File: src/rtl/defpkg.sv
// Shared pipeline definitions: stall encoding, per-boundary payload widths with
// their bubble payloads, and the boundary action enum used by pipe_stage_reg.
package defpkg;

  localparam int unsigned STALL_W = 6;
  localparam logic Stop   = 1'b1;
  localparam logic NoStop = 1'b0;

  localparam logic [4:0]  NOPRegAddr   = 5'b00000;
  localparam logic [7:0]  EXE_NOP_OP   = 8'b0000_0000;
  localparam logic [2:0]  EXE_RES_NOP  = 3'b000;
  localparam logic        WriteDisable = 1'b0;
  localparam logic [31:0] ZeroWord     = 32'h0000_0000;

  // IF/ID: {pc, inst}
  localparam int unsigned IFID_DATA_W = 64;
  localparam int unsigned IFID_SIDE_W = 1;
  localparam logic [IFID_DATA_W-1:0] IFID_NOP_DATA = {ZeroWord, ZeroWord};

  // ID/EX: {aluop, alusel, reg1, reg2, wd, wreg}
  localparam int unsigned IDEX_DATA_W = 81;
  localparam int unsigned IDEX_SIDE_W = 1;
  localparam logic [IDEX_DATA_W-1:0] IDEX_NOP_DATA =
    {EXE_NOP_OP, EXE_RES_NOP, ZeroWord, ZeroWord, NOPRegAddr, WriteDisable};

  // EX/MEM: {wd, wreg, wdata, aluop}; side = {cnt, hilo_temp}
  localparam int unsigned EXMEM_DATA_W = 46;
  localparam int unsigned EXMEM_SIDE_W = 66;
  localparam logic [EXMEM_DATA_W-1:0] EXMEM_NOP_DATA =
    {NOPRegAddr, WriteDisable, ZeroWord, EXE_NOP_OP};

  // MEM/WB: {wd, wreg, wdata}
  localparam int unsigned MEMWB_DATA_W = 38;
  localparam int unsigned MEMWB_SIDE_W = 1;
  localparam logic [MEMWB_DATA_W-1:0] MEMWB_NOP_DATA = {NOPRegAddr, WriteDisable, ZeroWord};

  typedef enum logic [2:0] {
    ActReset,
    ActFlush,
    ActBubble,
    ActAdvance,
    ActHold
  } action_e;

endpackage

File: src/rtl/pipe_stat_cnt.sv
// Saturating event counter with synchronous clear; one per boundary statistic.
module pipe_stat_cnt #(
  parameter int unsigned CNT_W = 32
) (
  input  logic             clk,
  input  logic             rst,
  input  logic             clr,
  input  logic             inc,
  output logic [CNT_W-1:0] cnt
);

  always_ff @(posedge clk) begin
    if (rst || clr) begin
      cnt <= '0;
    end else if (inc && (cnt != {CNT_W{1'b1}})) begin
      cnt <= cnt + 1'b1;
    end
  end

endmodule

File: src/rtl/pipe_stage_reg.sv
// Pipeline boundary register with stall/flush protocol and side-channel capture.
// Statistics counters are built only when PIPE_STAT_EN is defined.
module pipe_stage_reg
  import defpkg::*;
#(
  parameter int unsigned       DATA_W   = 32,
  parameter int unsigned       SIDE_W   = 66,
  parameter int unsigned       STALL_W  = 6,
  parameter int                STAGE    = 3,
  parameter logic [DATA_W-1:0] NOP_DATA = '0,
  parameter int unsigned       CNT_W    = 32
) (
  input  logic               clk,
  input  logic               rst,
  input  logic [STALL_W-1:0] stall,
  input  logic               flush,
  input  logic               in_valid,
  input  logic [DATA_W-1:0]  in_data,
  input  logic [SIDE_W-1:0]  in_side,
  output logic               out_valid,
  output logic [DATA_W-1:0]  out_data,
  output logic [SIDE_W-1:0]  out_side,
  input  logic               stat_clr,
  output logic [CNT_W-1:0]   stat_stall_cnt,
  output logic [CNT_W-1:0]   stat_bubble_cnt,
  output logic [CNT_W-1:0]   stat_flush_cnt
);

  if (STAGE < 0 || STAGE > int'(STALL_W) - 2) begin : gen_stage_check
    $error("pipe_stage_reg: STAGE must lie in 0..STALL_W-2");
  end

  function automatic action_e decode_action(input logic r, input logic f,
                                            input logic stop_cur, input logic stop_next);
    if (r)                  return ActReset;
    if (f)                  return ActFlush;
    if (stop_cur == NoStop) return ActAdvance;
    if (stop_next == NoStop) return ActBubble;
    return ActHold;
  endfunction

  action_e action;
  assign action = decode_action(rst, flush, stall[STAGE], stall[STAGE+1]);

  // Only the two bits around this boundary matter; the rest belong to other stages.
  logic unused_stall;
  assign unused_stall = ^stall;

  always_ff @(posedge clk) begin
    unique case (action)
      ActBubble: begin
        out_valid <= 1'b0;
        out_data  <= NOP_DATA;
        out_side  <= in_side;
      end
      ActAdvance: begin
        out_valid <= in_valid;
        out_data  <= in_valid ? in_data : NOP_DATA;
        out_side  <= '0;
      end
      ActHold: begin
        out_side  <= in_side;
      end
      default: begin
        out_valid <= 1'b0;
        out_data  <= NOP_DATA;
        out_side  <= '0;
      end
    endcase
  end

`ifdef PIPE_STAT_EN
  // Reset clears through rst; a reset cycle is never counted as a flush.
  pipe_stat_cnt #(.CNT_W(CNT_W)) u_stall_cnt (
    .clk (clk),
    .rst (rst),
    .clr (stat_clr),
    .inc (action == ActHold),
    .cnt (stat_stall_cnt)
  );

  pipe_stat_cnt #(.CNT_W(CNT_W)) u_bubble_cnt (
    .clk (clk),
    .rst (rst),
    .clr (stat_clr),
    .inc (action == ActBubble),
    .cnt (stat_bubble_cnt)
  );

  pipe_stat_cnt #(.CNT_W(CNT_W)) u_flush_cnt (
    .clk (clk),
    .rst (rst),
    .clr (stat_clr),
    .inc (action == ActFlush),
    .cnt (stat_flush_cnt)
  );
`else
  logic unused_stat_clr;
  assign unused_stat_clr = stat_clr;
  assign stat_stall_cnt  = '0;
  assign stat_bubble_cnt = '0;
  assign stat_flush_cnt  = '0;
`endif

endmodule

File: config.mk
export PLATFORM = sky130hd
export DESIGN_NAME = pipe_stage_reg
export DESIGN_NICKNAME = d
export VERILOG_FILES = /design/src/rtl/defpkg.sv /design/src/rtl/pipe_stat_cnt.sv /design/src/rtl/pipe_stage_reg.sv
export SDC_FILE = /design/constraint.sdc
export NUM_CORES = 1
export LEC_CHECK = 0
export ABC_AREA = 1
export BUFFER_PORTS_ARGS = -buffer_cell sky130_fd_sc_hd__buf_2
export CAP_MARGIN = 5
export CORE_AREA = 2 2 119 121
export CTS_BUF_LIST = sky130_fd_sc_hd__clkbuf_8
export CTS_CLUSTER_DIAMETER = 200
export DETAILED_ROUTE_END_ITERATION = 12
export DIE_AREA = 0 0 121 123
export HOLD_SLACK_MARGIN = 0.06
export MAX_ROUTING_LAYER = met4
export SYNTH_ARGS = -nofsm -noshare
export SYNTH_HDL_FRONTEND = slang
export SYNTH_SLANG_ARGS = --single-unit
File: constraint.sdc
create_clock -name clk -period 1.51 [get_ports clk]
set_input_delay 0 -clock clk [delete_from_list [all_inputs] [get_ports clk]]
set_output_delay 0 -clock clk [all_outputs]
set_load 0.05 [all_outputs]
==> flow_summary_export.csv <==
group,metric,value,unit
sta,worst_hold_slack,220.5,ps
grt,grt.total_usage,12.76,%
setup_path,crit_path_start_kind,"input pin",
clocking,cts_buffers,9,
die,floorplan.io_pins,304,
placed_design,buffer_ports.inserted,202,
clocking,path_clk_slew,100,ps
setup_path,setup.worst_path.class,"in -> reg",
power_and_ir_drop,reported_leakage_power,3.523,nW
sta,setup_violations,0,
final_layout,num_antenna_cells,0,
route,wire_per_inst,10.53,microns
clocking,cts.root.buffer_cell,"sky130_fd_sc_hd__clkbuf_8",
setup_path,cp.required,1770,ps
grt,grt_max_degree,45,
clocking,number_of_gates_resized_after_cts,0,
synthesis,mappedNetlistArea,0.003920,sq mm
sta,rsz0062_at_grt,"no",
setup_path,cp_slowest_stage_delay,550,ps
synthesis,post-synth-top-area-cell,"sky130_fd_sc_hd__dfxtp_1",
grt,first_global_vias,2945,
final_layout,n_fill_cell,1272,
route,first_pass_iters,4,
power_and_ir_drop,power_density,975.0,mW/mm^2
job,timing.max_cap.violations,0,
die,die_area,0.01488,sq mm
die,dieHeight,123,microns
sta,fmax,977.7,MHz
status,status,"completed",
clocking,tritoncts,"built",
placed_design,finalWeightedCongestion,0.7323,
setup_path,critical-path-top-cell-by-count,"sky130_fd_sc_hd__dlygate4sd3_1",
final_layout,final_util,44.10,%
synthesis,synthesized_flop_and_latch_total,99,
clocking,cts.sink_count,99,
synthesis,avgSynthCellArea,9.515,sq um
final_layout,syn2layout_area_growth,53.14,%
clocking,buffer_levels_on_the_longest_clock_path,2,
route,drt_iter0_markers,142,
setup_path,crit_slowest_cell,"sky130_fd_sc_hd__dlygate4sd3_1",
setup_path,crit_path_end_kind,"flip-flop",
route,remaining_drc_errors,0,
synthesis,netlist-cell-type-count,11,
sta,final_min_period_over_clock_period,67.73,%
sta,final_hold_violations,0,
synthesis,seq_area_frac_synth,58.98,%
worst_hold_path,min_path_type,"in -> reg",
setup_path,critical_path.n_buffers_inverters,4,
final_layout,final_net_count,832,
final_layout,final_layout_size_suffix_gt1_share,32.14,%
power_and_ir_drop,peakVddDrop,452.3,uV
route,vias_per_cell,3.534,
worst_hold_path,hold_end,"out_data[11]$_SDFFCE_PN0P_",
route,final_routed_wirelength,9565,microns
setup_path,worstPathCellList,"dlygate4sd3_1 -> buf_2 -> inv_1 -> nor2_1 -> dlygate4sd3_1",
setup_path,data_arrival_time_at_the_worst_slack_endpoint,1290,ps
clocking,post-cts-setup-buffer-count,0,
sta,timing.setup.tns,0,ps
setup_path,cp_top_family,"buffers and inverters",
clocking,cts-hold-fix-buffers,105,
grt,grt_antenna_before_repair,0,
die,row_count,43,
synthesis,cell_types_with_the_largest_area_share_after_synthesis,"sky130_fd_sc_hd__dfxtp_1 (34%), sky130_fd_sc_hd__edfxtp_1 (25%), sky130_fd_sc_hd__buf_4 (18%)",
die,fp.coreArea,0.01361,sq mm
synthesis,netlist.area_leader.share,33.71,%
die,fp.dieW,121,microns
route,count_of_nets_left_with_antenna_violations_after_detail_routing,0,
sta,period_needed,1023,ps
synthesis,yosys_warnings,0,
grt,grt_remaining_overflow,0,
sta,report.final.slew_viol_count,0,
synthesis,netlist_instances,412,
placed_design,dp_hpwl,6168,microns
worst_hold_path,min_delay_path_depth,3,
clocking,cts_max_level,3,
route,vias,3209,
setup_path,critical_path.max_fanout,1,
grt,grt_pass1_wl,14000,microns
die,floorplan.initialDensity,28.80,%
worst_hold_path,hold_start,"stall[4]",
==> how the worst max path moves through the flow <==
stage	slack, ps	cells after the start	end	from
detailed placement	590	6	out_side[30]$_SDFF_PN0_	stall[3]
global route	450	1	out_side[57]	out_side[57]$_SDFF_PN0_
floorplan	60	3	out_data[0]$_SDFFCE_PN0P_	stall[3]
finish	490	5	out_side[61]$_SDFF_PN0_	in_side[61]
global placement	600	6	out_side[40]$_SDFF_PN0_	stall[3]
CTS	480	1	out_side[57]	out_side[57]$_SDFF_PN0_
==> per-stage QoR <==
| step | area [sq um] | instances | setup WS [ps] | power [mW] |
|---|---|---|---|---|
| detailed placement | 4768 | 787 | 585.4 | 4.076 |
| floorplan | 4277 | 507 | 58.01 | 4.038 |
| finish | 6003 | 908 | 487.2 | 5.853 |
| global route | 6003 | 908 | 454.1 | 6.143 |
| CTS | 6003 | 908 | 479.3 | 5.958 |
| global placement | 4768 | 787 | 604.0 | 4.072 |
==> synth_stat cells <==
cell type / count
sky130_fd_sc_hd__nand2_1: 2
sky130_fd_sc_hd__nor2_1: 90
sky130_fd_sc_hd__nor2_2: 11
sky130_fd_sc_hd__buf_2: 5
sky130_fd_sc_hd__dfxtp_1: 66
sky130_fd_sc_hd__inv_1: 102
sky130_fd_sc_hd__edfxtp_1: 33
sky130_fd_sc_hd__buf_4: 96
sky130_fd_sc_hd__nand3_1: 1
sky130_fd_sc_hd__conb_1: 1
sky130_fd_sc_hd__buf_6: 5
==> layout by cell type (no fill, tap or decap) <==
cell type                       synthesis  layout
sky130_fd_sc_hd__conb_1                 1      96
sky130_fd_sc_hd__inv_8                  0       2
sky130_fd_sc_hd__inv_1                102     102
sky130_fd_sc_hd__buf_2                  5     202
sky130_fd_sc_hd__clkinv_4               0       1
sky130_fd_sc_hd__nand2_1                2       1
sky130_fd_sc_hd__clkinvlp_4             0       2
sky130_fd_sc_hd__inv_6                  0       1
sky130_fd_sc_hd__nand3_1                1       1
sky130_fd_sc_hd__clkbuf_8               0       9
sky130_fd_sc_hd__buf_12                 0       2
sky130_fd_sc_hd__nor2_2                11      11
sky130_fd_sc_hd__nand2_2                0       1
sky130_fd_sc_hd__edfxtp_1              33      33
sky130_fd_sc_hd__dlygate4sd3_1          0     105
sky130_fd_sc_hd__clkinv_2               0       1
sky130_fd_sc_hd__dfxtp_1               66      66
sky130_fd_sc_hd__nor2_1                90      90
sky130_fd_sc_hd__buf_4                 96       2
==> worst min-delay path, delay by kind of cell <==
kind                   cells  cell delay (ps)
AND/OR/NAND/NOR            1              130
buffers and inverters      2              290
==> sequential cells by signal (all words and copies together), names as in the netlist <==
signal,flops
out_side,66
out_data,32
out_valid,1
==> cells by family after synthesis <==
group                  count (synthesis)  synth area share, %
DFF                                   99                58.99
other                                  1              0.09566
and+or+nand+nor                      104                10.69
buffers and inverters                208                30.23
==> layout make-up <==
class	count	area (sq um)	area share, %
Tap cell	180	225.2	3.752
Multi-Input combinational cell	200	782.0	13.03
Sequential cell	99	2312	38.52
Timing Repair Buffer	311	2117	35.26
Inverter	102	382.9	6.378
Clock inverter	7	60.06	1.000
Clock buffer	9	123.9	2.063
==> layer usage <==
metal | wire, microns | global-route usage (%)
met5 | 0 | -
met1 | 3713 | 13.24
met2 | 4700 | 21.98
met4 | 210 | 6.977
met3 | 941 | 3.552
==> report_power, final <==
group / total, mW / internal, mW / leakage, nW / switching, mW
clock network: 1.62 / 0.628 / 0.0897 / 0.996
logic: 1.39 / 0.361 / 2.50 / 1.03
registers: 2.84 / 2.82 / 0.930 / 0.0187
total: 5.85 / 3.81 / 3.52 / 2.04
Power figures use the tool's default switching activity.
